`src/rtl/sdm_pkg.sv`:
```
`default_nettype none
// ============================================================================
// Module   : sdm_pkg
// Brief    : Shared state encoding and sizing helpers for the sample pacer.
// Revision : 1.0
// ============================================================================
package sdm_pkg;

    typedef enum logic [1:0] {
        IDLE     = 2'd0,
        RUN      = 2'd1,
        UNDERRUN = 2'd2
    } pacer_state_e;

    localparam int DEF_AW   = 4;
    localparam int DEF_FDIV = 50;
    localparam int DEPTH    = 2 ** DEF_AW;
    localparam int CNT_W    = $clog2(DEF_FDIV);

    function automatic int depth_of(input int aw);
        return 1 << aw;
    endfunction

    function automatic int cnt_width(input int fdiv);
        return (fdiv > 1) ? $clog2(fdiv) : 1;
    endfunction

endpackage
`default_nettype wire

```
`src/rtl/sample_pacer_if.sv`:
```
`default_nettype none
// ============================================================================
// Module   : sample_pacer_if
// Brief    : Upstream valid/ready sample stream feeding the pacer FIFO.
// Revision : 1.0
// ============================================================================
interface sample_pacer_if #(
    parameter int N = 8
);
    logic [N-1:0] s_data;
    logic         s_valid;
    logic         s_ready;

    modport master (output s_data, output s_valid, input  s_ready);
    modport slave  (input  s_data, input  s_valid, output s_ready);
endinterface
`default_nettype wire

```
`src/rtl/sync_fifo.sv`:
```
`default_nettype none
// ============================================================================
// Module   : sync_fifo
// Brief    : Single-clock FIFO with first-word-fall-through head.
// Revision : 1.0
// ============================================================================
module sync_fifo #(
    parameter int N  = 8,
    parameter int AW = 4
) (
    input  wire logic         clk,
    input  wire logic         rst,
    input  wire logic         push,
    input  wire logic         pop,
    input  wire logic [N-1:0] din,
    output logic      [N-1:0] dout,
    output logic              full,
    output logic              empty,
    output logic      [AW:0]  level
);
    localparam int c_DEPTH = 2 ** AW;

    logic [N-1:0] r_mem [c_DEPTH];
    logic [AW:0]  r_wr;
    logic [AW:0]  r_rd;
    logic         w_push;
    logic         w_pop;

    // Extra pointer MSB distinguishes full from empty when the indices match.
    assign full   = (r_wr[AW] != r_rd[AW]) && (r_wr[AW-1:0] == r_rd[AW-1:0]);
    assign empty  = (r_wr == r_rd);
    assign level  = r_wr - r_rd;
    assign dout   = r_mem[r_rd[AW-1:0]];
    assign w_push = push && !full;
    assign w_pop  = pop && !empty;

    always_ff @(posedge clk) begin
        if (rst) begin
            r_wr <= '0;
            r_rd <= '0;
        end else begin
            if (w_push) r_wr <= r_wr + 1'b1;
            if (w_pop)  r_rd <= r_rd + 1'b1;
        end
    end

    always_ff @(posedge clk) begin
        if (w_push) r_mem[r_wr[AW-1:0]] <= din;
    end
endmodule
`default_nettype wire

```
`src/rtl/sample_pacer.sv`:
```
`default_nettype none
// ============================================================================
// Module   : sample_pacer
// Brief    : Buffers upstream samples and releases one every FDIV clocks.
//            Optional macro SAMPLE_PACER_HOLD_LAST_EN repeats the last sample
//            on underrun ticks instead of emitting zero.
// Revision : 1.0
// ============================================================================
module sample_pacer
    import sdm_pkg::*;
#(
    parameter int N       = 8,
    parameter int FDIV    = 50,
    parameter int AW      = 4,
    parameter int PREFILL = 8
) (
    input  wire logic          clk,
    input  wire logic          areset,
    input  wire logic          en,
    input  wire logic          clr_stat,
    sample_pacer_if.slave      s,
    output logic      [N-1:0]  dout,
    output logic               dout_stb,
    output logic               running,
    output logic               underrun,
    output logic      [AW:0]   level
);
    localparam int             c_CW          = cnt_width(FDIV);
    localparam logic [c_CW-1:0] c_CNT_LAST   = c_CW'(FDIV - 1);
    localparam logic [AW:0]    c_PREFILL_LVL = (AW + 1)'(PREFILL);
    localparam logic [1:0]     c_ST_IDLE     = IDLE;
    localparam logic [1:0]     c_ST_RUN      = RUN;
    localparam logic [1:0]     c_ST_UNDER    = UNDERRUN;

    logic [1:0]      r_state;
    logic [c_CW-1:0] r_cnt;
    logic [N-1:0]    r_dout;
    logic            r_stb;
    logic            r_underrun;

    logic            w_full;
    logic            w_empty;
    logic [AW:0]     w_level;
    logic [N-1:0]    w_head;
    logic [N-1:0]    w_fill;
    logic            w_tick;
    logic            w_lvl_ok;
    logic            w_pop;
    logic            w_starve;

    sync_fifo #(
        .N  (N),
        .AW (AW)
    ) u_fifo (
        .clk   (clk),
        .rst   (areset),
        .push  (s.s_valid),
        .pop   (w_pop),
        .din   (s.s_data),
        .dout  (w_head),
        .full  (w_full),
        .empty (w_empty),
        .level (w_level)
    );

    assign s.s_ready = !w_full;
    assign w_tick    = (r_state != c_ST_IDLE) && (r_cnt == '0);
    assign w_lvl_ok  = (w_level >= c_PREFILL_LVL);
    // Resumption from underrun only on a tick and only once refilled to PREFILL.
    assign w_pop     = en && w_tick &&
                       (((r_state == c_ST_RUN) && !w_empty) ||
                        ((r_state == c_ST_UNDER) && w_lvl_ok));
    assign w_starve  = en && w_tick && w_empty;

`ifdef SAMPLE_PACER_HOLD_LAST_EN
    logic [N-1:0] r_last;

    always_ff @(posedge clk) begin
        if (areset)     r_last <= '0;
        else if (w_pop) r_last <= w_head;
    end

    assign w_fill = r_last;
`else
    assign w_fill = '0;
`endif

    always_ff @(posedge clk) begin
        if (areset) begin
            r_state    <= c_ST_IDLE;
            r_cnt      <= '0;
            r_dout     <= '0;
            r_stb      <= 1'b0;
            r_underrun <= 1'b0;
        end else begin
            r_stb <= 1'b0;

            if (w_starve)      r_underrun <= 1'b1;
            else if (clr_stat) r_underrun <= 1'b0;

            if (!en) begin
                r_state <= c_ST_IDLE;
                r_cnt   <= '0;
                r_dout  <= '0;
            end else begin
                case (r_state)
                    c_ST_IDLE: begin
                        r_cnt <= '0;
                        if (w_lvl_ok) r_state <= c_ST_RUN;
                    end
                    default: begin
                        r_cnt <= (r_cnt == c_CNT_LAST) ? '0 : r_cnt + 1'b1;
                        if (w_tick) begin
                            r_stb <= 1'b1;
                            if (w_pop) begin
                                r_dout  <= w_head;
                                r_state <= c_ST_RUN;
                            end else begin
                                r_dout  <= w_fill;
                                r_state <= c_ST_UNDER;
                            end
                        end
                    end
                endcase
            end
        end
    end

    assign dout     = r_dout;
    assign dout_stb = r_stb;
    assign running  = (r_state == c_ST_RUN);
    assign underrun = r_underrun;
    assign level    = w_level;
endmodule
`default_nettype wire
```
`src/flat_wrapper.sv`:
```
// flat-port wrapper written by rule: the top's interface ports become plain ports
module sample_pacer_flat import sdm_pkg::*;
#(
    parameter int N       = 8,
    parameter int FDIV    = 50,
    parameter int AW      = 4,
    parameter int PREFILL = 8
)
  (clk, areset, en, clr_stat, dout, dout_stb, running, underrun, level, s_s_data, s_s_valid, s_s_ready);
  sample_pacer_if #(.N(N)) s_i ();
  input  wire logic clk;
  input  wire logic areset;
  input  wire logic en;
  input  wire logic clr_stat;
  output logic      [N-1:0] dout;
  output logic dout_stb;
  output logic running;
  output logic underrun;
  output logic      [AW:0] level;
  input wire logic [$bits(s_i.s_data)-1:0] s_s_data;
  input wire logic [$bits(s_i.s_valid)-1:0] s_s_valid;
  output wire logic [$bits(s_i.s_ready)-1:0] s_s_ready;
  assign s_i.s_data = s_s_data;
  assign s_i.s_valid = s_s_valid;
  assign s_s_ready = s_i.s_ready;
  sample_pacer #(.N(N), .FDIV(FDIV), .AW(AW), .PREFILL(PREFILL)) u_core (.clk(clk), .areset(areset), .en(en), .clr_stat(clr_stat), .s(s_i), .dout(dout), .dout_stb(dout_stb), .running(running), .underrun(underrun), .level(level));
endmodule
```
`config.mk`:
```
export PLATFORM = sky130hd
export DESIGN_NAME = sample_pacer_flat
export DESIGN_NICKNAME = d
export VERILOG_FILES = /design/src/rtl/sdm_pkg.sv /design/src/rtl/sample_pacer_if.sv /design/src/rtl/sync_fifo.sv /design/src/rtl/sample_pacer.sv /design/src/flat_wrapper.sv
export SDC_FILE = /design/constraint.sdc
export NUM_CORES = 1
export LEC_CHECK = 0
export ABC_CLOCK_PERIOD_IN_PS = 4040
export CORE_UTILIZATION = 32
export DETAILED_ROUTE_END_ITERATION = 8
export DONT_BUFFER_PORTS = 1
export SYNTH_ARGS = -nofsm -noshare
export SYNTH_HDL_FRONTEND = slang
export SYNTH_SLANG_ARGS = --single-unit
```
`constraint.sdc`:
```
create_clock -name clk -period 4.04 [get_ports clk]
set_input_delay 0.202 -clock clk [delete_from_list [all_inputs] [get_ports clk]]
set_output_delay 0.202 -clock clk [all_outputs]
set_load 0.005 [all_outputs]
```
## Yosys cells after proc, flatten, opt, wreduce, memory -nomap -nowiden

Memory sizes are Yosys's and may differ from the RTL's. A register that Yosys moved wholly into a read port is not among the register bits.
Index checks and enable logic that the tools add are counted.

| word-level totals | value |
|---|---|
| memories | 1 |
| flip-flop bits (word level) | 28 |
| input bits | 13 |
| logic and storage cells | 56 |
| bits in writable memories | 128 |
| output and inout port bits | 17 |

| operators by class | value |
|---|---|
| bitwise gates (word level) | 2 |
| reductions and logical operators | 22 |
| order comparisons | 1 |
| eq/ne operators | 7 |
| $add $sub $neg | 4 |
| muxes and demuxes | 12 |

Memories:

| memory | words | width | read ports | clocked after Yosys merged registers in | write ports | line | source |
|---|---|---|---|---|---|---|---|
| u_core.u_fifo.r_mem | 16 | 8 | 1 | 1 | 1 | sync_fifo.sv:23 | `logic [N-1:0] r_mem [c_DEPTH];` |

Operators with widths:

| operator | number |
|---|---|
| 5-bit by 1-bit adder with 5-bit output, second input constant | 2 |
| 1-bit logical AND | 9 |
| 2-bit 2-to-1 mux | 4 |
| 4-bit 2-to-1 mux | 2 |
| 8-bit 2-to-1 mux | 1 |
| 6-bit by 1-bit adder with 6-bit output, second input constant | 1 |
| 6-bit == test, second input constant | 1 |
| 6-bit zero test | 1 |
| 2-bit nonzero test | 3 |
| 5-bit == test | 1 |
| 5-bit by 4-bit greater-or-equal comparator with 1-bit output, second input constant | 1 |
| 1-bit 2-to-1 mux | 5 |
| 5-bit subtractor | 1 |
| 4-bit == test | 1 |
| 2-bit AND reduction | 2 |
| 4-bit OR reduction | 1 |
| 3-bit OR reduction | 1 |
| 2-bit by 1-bit == test with 1-bit output, second input constant | 1 |
| 2-bit == test, second input constant | 1 |
| 1-bit zero test | 2 |
| 2-bit zero test | 1 |
| 2-bit by 1-bit inequality test with 1-bit output, second input constant | 1 |
| 1-bit NOT | 2 |
| 2-bit OR reduction | 1 |
| other kinds (2) | 2 |

## Depth between registers and ports, before layout

Gate-level depths: netlist of the first run.

| depth | value |
|---|---|
| depth in word-level cells | 8 |
| depth in mapped cells | 9 |
| mapped depth without buffers | 9 |

## Hierarchy

From an unflattened synthesis of the first run, not the netlist that was laid out.

| second synthesis, totals | value |
|---|---|
| cell total of the unflattened synthesis | 393 |
| area total of the unflattened synthesis | 6,424.9 sq um |

Modules (own cells, without submodules):

| module | seq. area each (sq um) | cells each | area each (sq um) | instances |
|---|---|---|---|---|
| sync_fifo | 4,124.0 | 304 | 5,659.2 | 1 |
| sample_pacer | 360.3 | 89 | 765.7 | 1 |

## Worst setup path after synthesis of the first run

OpenSTA, ideal clock, no wires.

| timing | value |
|---|---|
| path type | register to register |
| start | register u_core.u_fifo.r_wr[0] |
| end | register with a tool-made name |
| path buffers | 0 |
| period minus slack after synthesis | 2.517 ns |
| library setup time | 0.123 ns |
| data required time | 3.917 ns |
| cell stages (with the launch flop) | 10 |
| arrival | 2.393 ns |
| slack | 1.523 ns |
| cells stage by stage | dfxtp_1 > inv_1 > ha_1 > inv_1 > fa_1 > a21o_1 > a2111oi_4 > nor4_4 > a211oi_2 > mux2_1 |

RTL lines:

| what | line | source |
|---|---|---|
| from (decl) | sync_fifo.sv:24 | `logic [AW:0] r_wr;` |
| from (signal assigned) | sync_fifo.sv:42 | `if (w_push) r_wr <= r_wr + 1'b1;` |

## Worst setup path after layout of the first run

| timing | value |
|---|---|
| start | register u_core.u_fifo.r_wr[2] |
| end | memory u_core.u_fifo.r_mem[11][7], enable pin |

| on the way | value |
|---|---|
| longest elaborated chain between the ends | 6 |

Ends and longest elaborated chain:

| what | line | source |
|---|---|---|
| 4-bit == test | sync_fifo.sv:30 | `assign full = (r_wr[AW] != r_rd[AW]) && (r_wr[AW-1:0] == r_rd[AW-1:0]);` |
| 1-bit logical AND | sync_fifo.sv:30 |  |
| 1-bit zero test | sync_fifo.sv:34 | `assign w_push = push && !full;` |
| 1-bit logical AND | sync_fifo.sv:34 |  |
| 1-bit 2-to-1 mux | sync_fifo.sv:48 | `if (w_push) r_mem[r_wr[AW-1:0]] <= din;` |
| 1-bit 2-to-1 mux (not written as such) | sync_fifo.sv:48 |  |
| to (decl) | sync_fifo.sv:23 |  |

Several ways; a longest one is shown, not always the timed one.

==> impl_results.md, run 1 <==
* Clock slew at reported path FFs at 0.06 ns
* Crit start category: flip-flop
* Reg2Reg Depth at 5
* Register area share after synthesis at 0.682
* Die height at 145 um
* DRT Wirelength at 12,500 um
* Kind of critical path: flip-flop to flip-flop
* CTS tree: built
* Seq. cell area at 4490 um^2
* Die ar. at 21,100 um^2
* H-tree depth at 4
* CP Cell Sequence: ha_1 -> and4_1 -> a21boi_2 -> nand2_1 -> nor2_1
* Post-CTS setup buffers at 0
* Syn. warnings at 0
* Number of global-route vias before repair at 3,448
* Starting Density at 0.326
* Synth cell count leaders: edfxtp_1 (128), mux4_2 (40), nor2_1 (34)
* Pin count of the biggest net entering global routing at 30
* Multi-input logic area at 1930 um^2
* Drt first pass iters at 5
* EDFF count, synth at 128
* CTS Buf Count at 17
* Slowest stage cell, crit path: nor2_1
* Vias at 3,293
* Final Skew at 0.0186 ns
* Final hold vios at 0
* Drt via density at 4.77
* IO buf count at 0
* Hold path depth at 2
* Post-DP HPWL at 8330 um
* Row cnt at 52
* CORE AREA at 20,200 um^2
* Dominant cell by count in the synthesized netlist: edfxtp_1
* Die width at 145 um
* Synth async-reset ratio at 0
* P&R area growth vs syn at 14.9%
* Arrival time worst endpoint at 2.89 ns
* Initial antenna violation count at 1
* Top Ports at 30
* Slew Limit Fails at 0
* Syn_area_per_cell at 17.1 um^2
* WP data required at 4.09 ns
* Setup tns final at 0 ns
* Worst Path Max Fanout at 10
* Min-delay worst type: primary input to flip-flop
* GRT overflow at 0
* Syn nets at 410
* Placer Congestion at 0.753
* Post-Syn Instances at 384
* Share of layout cells above drive strength 1 at 0.215
* Worst slew margin at 0.378
* Final Core Density at 0.374
* Source of the critical timing path: u_core.u_fifo.r_wr[2]
* WL per Instance at 18.1 um
* Nets@finish at 432
* FF-to-FF Start: u_core.u_fifo.r_wr[2]
* Top_reg_cell synth: edfxtp_1
* Tcrit/Tclk final at 0.703
* CP max stage delay at 0.75 ns
* Root buffer cell: clkbuf_16
* Seq cells post-synth at 160
* CTS Sinks at 160
* Hold path startpoint: areset
* Netlist Area Pre-Place at 6570 um^2
* Iter 0 DRT Violations at 236
* Yosys top cell area share at 0.585
* Status: complete, no violations
* Leak Pwr at 2.38 nW
* Crit end category: flip-flop
* Largest cells by area after synthesis: edfxtp_1 (58%), mux4_2 (14%), dfxtp_1 (9.7%), ha_1 (2.3%), nor2_1 (1.9%)
* Post-route DRC at 0
* Yosys cell types at 42
* DRT antenna net count at 0
* Power per Cell Area at 455 nW/um^2
* Filler cell count at 1,884
* Largest area contributor in the netlist: edfxtp_1
* Worst Tran Pin Value at 0.929 ns
* All-Layer GR Usage at 0.129
* Clock Latency Late Sink at 0.43 ns
* Fmax at 352 MHz
* MaxCap Viol Count at 0
* CTS max path bufs at 2
* IR drop worst, VDD at 0.000284 V
* RSZ-0062 raised after global routing: false
* Global-route wire length before repair at 20,200 um
* Finish-stage setup viols at 0
* Min cycle time layout at 2.84 ns
-- cell type report --
type                       instances  area share
sequential                       160       0.594
tap                              270      0.0447
antenna                            1    0.000331
timing repair buffer              17      0.0209
clock buffer                      18      0.0568
inverter                          20     0.00994
clock inverter                    14      0.0174
multi-input combinational        190       0.256
-- per-stage QoR --
step,power (mW),area (um^2),hold slack [ns],setup WS (ns),std cells
6_report,3.43,7550,0.0442,1.20,690
5_1_grt,3.55,7550,0.0438,0.962,689
4_1_cts,3.47,7550,0.0200,1.11,689
3_5_place_dp,1.93,6870,0.275,1.19,645
3_3_place_gp,1.93,6870,0.273,1.28,645
2_1_floorplan,1.91,6570,0.301,1.52,384
-- kinds of logic (layout without fill, tap and decap cells) --
group | count (synthesis) | after routing | synth area share
AND/OR/NAND/NOR | 88 | 88 | 0.0668
multiplexers | 49 | 49 | 0.152
other | 0 | 1 | 0
buffers and inverters | 34 | 69 | 0.0242
adder cells (fa/ha/maj) | 13 | 13 | 0.0259
flip-flops | 160 | 160 | 0.682
XOR/XNOR | 12 | 12 | 0.0160
AO/OA/AOI/OAI | 28 | 28 | 0.0329
-- layout by cell type, fill, tap and decap left out, types with 2 or more instances in the layout --
master,instances
nor3_1,4
inv_6,4
nor2b_1,3
o21ai_1,8
dfxtp_1,30
mux2_2,4
clkinv_4,2
xnor2_1,6
a211oi_1,3
buf_4,5
and4_1,2
mux4_2,40
a21oi_1,7
dlygate4sd3_1,12
nand3_1,8
clkinv_1,2
ha_1,12
clkinvlp_4,4
clkbuf_16,17
mux2_1,3
edfxtp_1,128
nand2_1,18
inv_1,20
mux2i_1,2
xor2_1,6
nand2b_1,7
nand4_1,6
dfxtp_2,2
nor2_1,34
-- worst max-delay path, delay by kind of cell (launching register included) --
| family | cells | cell delay [ns] |
|---|---|---|
| and+or+nand+nor | 3 | 1.25 |
| DFF | 1 | 0.51 |
| adders and majority gates | 1 | 0.36 |
| AOI/OAI and AO/OA | 1 | 0.33 |
-- flip-flops by register name, summed over array words and instances, names as in the netlist, named ones only --
register             flops
u_core.dout              8
u_core.dout_stb          1
u_core.r_cnt             6
u_core.r_state           2
u_core.u_fifo.r_mem    128
u_core.u_fifo.r_rd       5
u_core.u_fifo.r_wr       5
u_core.underrun          1
-- power by group --
part	internal, mW	switching (mW)	total [mW]
Clock	0.855	0.654	1.51
Combinational	0.0443	0.0720	0.116
Sequential	1.80	0.00961	1.81
-- worst paths after layout --
check | slack, ns | endpoint
max | 1.20 | u_core.u_fifo.r_mem[11][7]
min | 0.04 | u_core.r_state[1]
max reg2reg | 1.20 | u_core.u_fifo.r_mem[11][7]
min reg2reg | 0.47 | u_core.dout[5]
-- repair_timing --
item	4_1_cts	5_1_grt
resized for setup	0	0
endpoints found under the hold margin	139	0
hold buffers	12	0
-- routing by layer --
metal  global-route usage  routed length (um)  vias to the layer above
met1                0.176                5700                     1683
met2                0.198                6090                       74
met5                    0                   0                        -
met3               0.0326                 556                       15
li1                     -                   -                     1521
met4               0.0505                 163                        0
Power figures use the tool's default switching activity.
==> inputs of run 2 (changes only) <==
--- a/config.mk
+++ b/config.mk
@@ -5,7 +5,8 @@
 export SDC_FILE = /design/constraint.sdc
 export NUM_CORES = 1
 export LEC_CHECK = 0
-export ABC_CLOCK_PERIOD_IN_PS = 4040
+export ABC_AREA = 1
+export ABC_CLOCK_PERIOD_IN_PS = 2900
 export CORE_UTILIZATION = 32
 export DETAILED_ROUTE_END_ITERATION = 8
 export DONT_BUFFER_PORTS = 1
==> constraint.sdc (replaced) <==
create_clock -name clk -period 2.9 [get_ports clk]
set_input_delay 0.145 -clock clk [delete_from_list [all_inputs] [get_ports clk]]
set_output_delay 0.145 -clock clk [all_outputs]
set_load 0.005 [all_outputs]
==> impl_results.md, run 2 <==
* Setup tns final at 0 ns (unchanged)
* Setup ws final at 0.319 ns (was 1.20 ns)
* Netlist Area Pre-Place at 6820 um^2 (was 6570 um^2)
* Status: complete, no violations (unchanged)
* Syn nets at 678 (was 410)
* Post-route DRC at 0 (unchanged)
* Post-synthesis compound-gate area fraction at 0.0666 (was 0.0329)
* Finish-stage setup viols at 0 (unchanged)
* Synth cell count leaders: nand2_1 (130), edfxtp_1 (128), inv_1 (68) (was edfxtp_1 (128), mux4_2 (40), nor2_1 (34))
* Worst Tran Pin Value at 0.962 ns (was 0.929 ns)
* Largest cells by area after synthesis: edfxtp_1 (56%), dfxtp_1 (9.4%), nand2_1 (7.2%), nand3_1 (4.9%), inv_1 (3.7%) (was edfxtp_1 (58%), mux4_2 (14%), dfxtp_1 (9.7%), ha_1 (2.3%), nor2_1 (1.9%))
* DRT Wirelength at 15,000 um (was 12,500 um)
* Post-Syn Instances at 652 (was 384)
* CTS tree: built (unchanged)
* Crit start category: flip-flop (unchanged)
* CTS Buf Count at 17 (unchanged)
* Global-route wire length before repair at 23,400 um (was 20,200 um)
* Mux share of post-synthesis cell area at 0 (was 0.152)
* Cts hold-fix bufs at 11 (was 12)
* Ant diodes at 0 (was 1)
* H-tree depth at 4 (unchanged)
* Leak Pwr at 2.91 nW (was 2.38 nW)
* CTS Sinks at 160 (unchanged)
* Yosys cell types at 28 (was 42)
* CTS max path bufs at 2 (unchanged)
* Clock share of power at 0.493 (was 0.440)
* Min Hold Slack at 0.0176 ns (was 0.0442 ns)
* WL per Instance at 15.8 um (was 18.1 um)
* Fmax at 387 MHz (was 352 MHz)
* Pre-CTS WS at 0.341 ns (was 1.19 ns)
* Filler cell count at 2,077 (was 1,884)
* Clock Latency Late Sink at 0.42 ns (was 0.43 ns)
* Seq cells post-synth at 160 (unchanged)
* Most common cell after layout, fill and taps aside: nand2_1 (was edfxtp_1)
* CP max stage delay at 0.65 ns (was 0.75 ns)
* Kind of critical path: flip-flop to flip-flop (unchanged)
* Top_reg_cell synth: edfxtp_1 (unchanged)
* PostCTS Resize Cnt at 0 (unchanged)
* EDFF count, synth at 128 (unchanged)
* CORE AREA at 21,000 um^2 (was 20,200 um^2)
* Synth async-reset ratio at 0 (unchanged)
* Comb pwr share at 0.030 (was 0.034)
* Share of layout cells above drive strength 1 at 0.0811 (was 0.215)
* Largest register FFs at 128 (unchanged)
* WP data required at 2.95 ns (was 4.09 ns)
* Drt via density at 4.72 (was 4.77)
* Final hold vios at 0 (unchanged)
* Iter 0 DRT Violations at 370 (was 236)
* Root buffer cell: clkbuf_16 (unchanged)
* IR drop worst, VDD at 0.000343 V (was 0.000284 V)
* Yosys top cell area share at 0.563 (was 0.585)
* Most frequent CP cell: nand2_1
* Die height at 148 um (was 145 um)
* Worst slew margin at 0.357 (was 0.378)
* Arrival time worst endpoint at 2.63 ns (was 2.89 ns)
* Adder-cell share of the synthesized area at 0.0249 (was 0.0259)
* Top Ports at 30 (unchanged)
* IO buf count at 0 (unchanged)
* Post-Synth XOR/XNOR Area at 0.00899 (was 0.0160)
* Crit end category: flip-flop (unchanged)
* Crit path buffers/inverters at 2 (was 0)
* Switching Fraction at 0.194 (was 0.214)
* Register area share after synthesis at 0.657 (was 0.682)
* Most frequent cells in the layout: nand2_1 (130), edfxtp_1 (128), inv_1 (68) (was edfxtp_1 (128), mux4_2 (40), nor2_1 (34))
* Critical path's top delay family: simple AND/OR/NAND/NOR gates (unchanged)
* All-Layer GR Usage at 0.145 (was 0.129)
* Drt first pass iters at 4 (was 5)
* Die width at 148 um (was 145 um)
* Min cycle time layout at 2.58 ns (was 2.84 ns)
* Initial antenna violation count at 0 (was 1)
* Post-DP HPWL at 9680 um (was 8330 um)
* Simple-gate share of the synthesized area at 0.180 (was 0.0668)
* Syn. warnings at 0 (unchanged)
* Nets@finish at 691 (was 432)
* Clock slew at reported path FFs at 0.06 ns (about the same)
* Post-CTS setup buffers at 0 (unchanged)
* Largest family of logic cells by synthesized area: simple AND/OR/NAND/NOR gates (was multiplexers)
* Min-delay worst type: primary input to flip-flop (unchanged)
* Die ar. at 21,900 um^2 (was 21,100 um^2)
* GRT overflow at 0 (unchanged)
* Part of the power in registers at 0.477 (was 0.526)
* Number of global-route vias before repair at 4,265 (was 3,448)
* Net Sw Power at 1.02 mW (was 736 uW)
* Largest area contributor in the netlist: edfxtp_1 (unchanged)
* Slew Limit Fails at 0 (unchanged)
* Total power at 5.27 mW (was 3.43 mW)
* P&R area growth vs syn at 15.9% (was 14.9%)
* Vias at 4,494 (was 3,293)
* CP Cell Sequence: inv_1 -> ha_1 -> nand2_1 -> nor3_2 -> nand2_1 -> nand2_1 -> inv_1 -> nand2_1 -> nor2_1 (was ha_1 -> and4_1 -> a21boi_2 -> nand2_1 -> nor2_1)
* Internal power at 4.24 mW (was 2.70 mW)
* Worst Path Max Fanout at 8 (was 10)
* Final Skew at 0.00741 ns (was 0.0186 ns)
* Starting Density at 0.326 (about the same)
* Final Core Density at 0.377 (was 0.374)
* Pin count of the biggest net entering global routing at 86 (was 30)
* Placer Congestion at 0.760 (was 0.753)
* RSZ-0062 raised after global routing: false (unchanged)
* Tcrit/Tclk final at 0.890 (was 0.703)
* Slowest stage cell, crit path: nor2_1 (unchanged)
* Dominant cell by count in the synthesized netlist: nand2_1 (was edfxtp_1)
* Row cnt at 53 (was 52)
* DRT antenna net count at 0 (unchanged)
* MaxCap Viol Count at 0 (unchanged)
* Syn_area_per_cell at 10.5 um^2 (was 17.1 um^2)
* Power per Cell Area at 666 nW/um^2 (was 455 nW/um^2)
-- run 2: cell types whose count changed after synthesis, moves of 5 or more --
cell,change
inv_1,+48
xnor2_1,-5
a21oi_1,+20
nor2_1,+33
nand4_1,+5
buf_4,+5
nand2_1,+112
mux4_2,-40
o21ai_0,+48
nand3_1,+59
nand2b_1,-7
-- run 2: final cells by class --
class / count / area [um^2] / area share
clock buffer: 17 / 425 / 0.0538
clock inverter: 15 / 263 / 0.0332
inverter: 70 / 263 / 0.0332
multi-input combinational: 393 / 1910 / 0.242
sequential: 160 / 4490 / 0.567
tap: 275 / 344 / 0.0435
timing repair buffer: 23 / 213 / 0.0269
-- run 2: stage by stage --
| step | cell area, um^2 | instances |
|---|---|---|
| detailed placement | 7110 | 910 |
| floorplan | 6820 | 652 |
| global placement | 7110 | 910 |
| finish | 7910 | 953 |
| global route | 7910 | 953 |
| CTS | 7910 | 953 |
-- run 2: layer usage --
metal	vias up	wire, um	global-route usage	part of all wire
li1	2239	-	-	-
met1	2132	6610	0.182	0.44
met2	108	7330	0.239	0.49
met3	15	907	0.0404	0.060
met4	0	199	0.0479	0.013
met5	-	0	0	0
-- run 2: power by group through the flow --
stage               clock, mW  sequential, mW  combinational, mW
floorplan                   0            2.56             0.0820
CTS                      2.63            2.51              0.161
detailed placement          0            2.56              0.116
finish                   2.59            2.51              0.157
global placement            0            2.56              0.114
global route             2.74            2.51              0.176
-- run 2: path summary, 6_finish.rpt --
path,startpoint,endpoint,slack (ns),cells past startpoint
worst min register to register,u_core.u_fifo.r_wr[4],u_core.u_fifo.r_wr[4],0.47,1
worst max-delay path,u_core.u_fifo.r_rd[2],u_core.u_fifo.r_mem[5][6],0.32,9
worst min-delay path,areset,u_core.u_fifo.r_wr[4],0.02,3
worst max register to register,u_core.u_fifo.r_rd[2],u_core.u_fifo.r_mem[5][6],0.32,9
-- run 2: cells by family (layout without fill, tap and decap cells) --
| kind of cell | Yosys count | after routing |
|---|---|---|
| and+or+nand+nor | 285 | 285 |
| DFF | 160 | 160 |
| buffers and inverters | 99 | 125 |
| AOI/OAI and AO/OA | 88 | 88 |
| adders and majority gates | 13 | 13 |
| xor gates and xnor gates | 7 | 7 |
-- run 2: worst reg2reg max path, cell delays in order, from the launching register on --
cell	delay, ns
dfxtp_1	0.41
inv_1	0.07
ha_1	0.34
nand2_1	0.10
nor3_2	0.05
nand2_1	0.09
nand2_1	0.16
inv_1	0.16
nand2_1	0.17
nor2_1	0.65
==> inputs of run 3 (changes only) <==
--- a/config.mk
+++ b/config.mk
@@ -7,9 +7,10 @@
 export LEC_CHECK = 0
 export ABC_AREA = 1
 export ABC_CLOCK_PERIOD_IN_PS = 2900
-export CORE_UTILIZATION = 32
+export CORE_UTILIZATION = 55
 export DETAILED_ROUTE_END_ITERATION = 8
 export DONT_BUFFER_PORTS = 1
+export PLACE_DENSITY = 0.7
 export SYNTH_ARGS = -nofsm -noshare
 export SYNTH_HDL_FRONTEND = slang
 export SYNTH_SLANG_ARGS = --single-unit
==> impl_results.md, run 3 (synthesized netlist as in run 2, its figures left out) <==
* Crit start category: flip-flop (unchanged)
* Pre-CTS WS at 0.473 ns (was 0.341 ns)
* CTS tree: built (unchanged)
* CP max stage delay at 0.57 ns (was 0.65 ns)
* P&R area growth vs syn at 14.3% (was 15.9%)
* Part of the power in registers at 0.477 (about the same)
* Worst Path Max Fanout at 8 (unchanged)
* Global-route wire length before repair at 24,100 um (was 23,400 um)
* Final Instance Area at 7800 um^2 (was 7910 um^2)
* Internal power at 4.25 mW (was 4.24 mW)
* Initial antenna violation count at 0 (unchanged)
* CTS Sinks at 160 (unchanged)
* IO buf count at 0 (unchanged)
* Most common cell after layout, fill and taps aside: nand2_1 (unchanged)
* Pin count of the biggest net entering global routing at 62 (was 86)
* DRT antenna net count at 0 (unchanged)
* Share of layout cells above drive strength 1 at 0.0852 (was 0.0811)
* Net Sw Power at 1.02 mW (about the same)
* Fmax at 401 MHz (was 387 MHz)
* Number of global-route vias before repair at 4,635 (was 4,265)
* Post-route DRC at 0 (unchanged)
* WL met3 at 915 um (was 907 um)
* Die ar. at 12,900 um^2 (was 21,900 um^2)
* Drt first pass iters at 5 (was 4)
* Comb pwr share at 0.031 (was 0.030)
* Most frequent cells in the layout: nand2_1 (130), edfxtp_1 (128), inv_1 (68) (unchanged)
* H-tree depth at 4 (unchanged)
* CTS max path bufs at 2 (unchanged)
* Min cycle time layout at 2.50 ns (was 2.58 ns)
* Switching Fraction at 0.194 (about the same)
* Kind of critical path: flip-flop to flip-flop (unchanged)
* Largest register FFs at 128 (unchanged)
* Slowest stage cell, crit path: nor2_1 (unchanged)
* CP Cell Sequence: inv_1 -> ha_1 -> nand2_1 -> nor3_2 -> nand2_1 -> nand2_1 -> inv_1 -> nand2_1 -> nor2_1 (unchanged)
* Area after DPL at 7000 um^2 (was 7110 um^2)
* Arrival time worst endpoint at 2.55 ns (was 2.63 ns)
* Worst slew margin at 0.407 (was 0.357)
* Slew Limit Fails at 0 (unchanged)
* Drt via density at 5.48 (was 4.72)
* MaxCap Viol Count at 0 (unchanged)
* GRT overflow at 0 (unchanged)
* Nets@finish at 694 (was 691)
* CORE AREA at 12,100 um^2 (was 21,000 um^2)
* Filler cell count at 938 (was 2,077)
* Setup tns final at 0 ns (unchanged)
* Total power at 5.27 mW (about the same)
* Final Core Density at 0.646 (was 0.377)
* DRT Wirelength at 15,100 um (was 15,000 um)
* Post-DP HPWL at 9410 um (was 9680 um)
* DRT met1 WL at 6340 um (was 6610 um)
* All-Layer GR Usage at 0.256 (was 0.145)
* Min-delay worst type: primary input to flip-flop (unchanged)
* Root buffer cell: clkbuf_16 (unchanged)
* Clock slew at reported path FFs at 0.06 ns (about the same)
* WL per Instance at 17.8 um (was 15.8 um)
* Max Used Layer: met4 (unchanged)
* Row cnt at 40 (was 53)
* Power per Cell Area at 676 nW/um^2 (was 666 nW/um^2)
* Crit end category: flip-flop (unchanged)
* CTS Buf Count at 17 (unchanged)
* Tcrit/Tclk final at 0.861 (was 0.890)
* RSZ-0062 raised after global routing: false (unchanged)
* Die height at 113 um (was 148 um)
* Die width at 113 um (was 148 um)
* Clock Latency Late Sink at 0.42 ns (about the same)
* Finish-stage setup viols at 0 (unchanged)
* Starting Density at 0.566 (was 0.326)
* Worst Tran Pin Value at 0.888 ns (was 0.962 ns)
* Leak Pwr at 2.93 nW (was 2.91 nW)
* Placer Congestion at 0.908 (was 0.760)
* Metal2 WL at 7360 um (was 7330 um)
* Vias at 4,662 (was 4,494)
* WP data required at 2.96 ns (was 2.95 ns)
* IR drop worst, VDD at 0.000584 V (was 0.000343 V)
* Iter 0 DRT Violations at 446 (was 370)
* Top Ports at 30 (unchanged)
* Clock share of power at 0.492 (was 0.493)
* Final hold vios at 0 (unchanged)
* Final Skew at 0.00615 ns (was 0.00741 ns)
* Setup ws final at 0.404 ns (was 0.319 ns)
* Most frequent CP cell: nand2_1 (unchanged)
* Status: complete, no violations (unchanged)
[run 3: changes by cell type in the layout (fill, tap and decap cells not counted)]
cell and change:
buf_4 +3, clkinv_2 +1, clkinvlp_4 -1, diode_2 +1
inv_6 -1, inv_8 +1
[run 3: layer usage]
layer	vias to the layer above	global-route usage
li1	2241	-
met1	2206	0.323
met2	179	0.421
met3	36	0.0569
met4	0	0.127
met5	-	0
[run 3: repair_timing]
item / in CTS / in global routing
resized for setup: 0 / 0
setup buffers: 0 / 0
endpoints found under the hold margin: 136 / 0
hold buffers: 11 / 0
[run 3: through the flow]
stage | hold WS [ns] | std cells
after global routing | 0.0285 | 849
after global placement | 0.216 | 806
after CTS | 0.0172 | 849
final | 0.0160 | 850
after detailed placement | 0.217 | 806
after floorplan | 0.244 | 652
[run 3: worst paths after layout]
| check | start | end | slack (ns) | cells past startpoint |
|---|---|---|---|---|
| max | u_core.u_fifo.r_rd[2] | u_core.u_fifo.r_mem[12][3] | 0.40 | 9 |
| min reg2reg | u_core.u_fifo.r_wr[4] | u_core.u_fifo.r_wr[4] | 0.48 | 1 |
| max reg2reg | u_core.u_fifo.r_rd[2] | u_core.u_fifo.r_mem[12][3] | 0.40 | 9 |
| min | areset | flip-flop | 0.02 | 3 |
[run 3: area by class of cell]
type	instances	area, um^2	share of cell area
antenna	1	2.50	0.000321
clock buffer	17	425	0.0546
clock inverter	15	263	0.0337
inverter	70	263	0.0337
multi-input combinational	393	1910	0.245
sequential	160	4490	0.575
tap	168	210	0.0270
timing repair buffer	26	235	0.0302
[run 3: worst max-delay path, delay by kind of cell (launching register included)]
family,cells,cell delay (ns)
DFF,1,0.42
adders and majority gates,1,0.35
and+or+nand+nor,6,1.13
buffers and inverters,2,0.23
[run 3: power groups by stage]
| stage | Combinational, mW | Sequential, mW | Clock (mW) |
|---|---|---|---|
| after floorplan | 0.0820 | 2.56 | 0 |
| after global placement | 0.111 | 2.56 | 0 |
| after detailed placement | 0.114 | 2.56 | 0 |
| after global routing | 0.177 | 2.52 | 2.70 |
| after CTS | 0.161 | 2.51 | 2.60 |
| final | 0.162 | 2.51 | 2.59 |
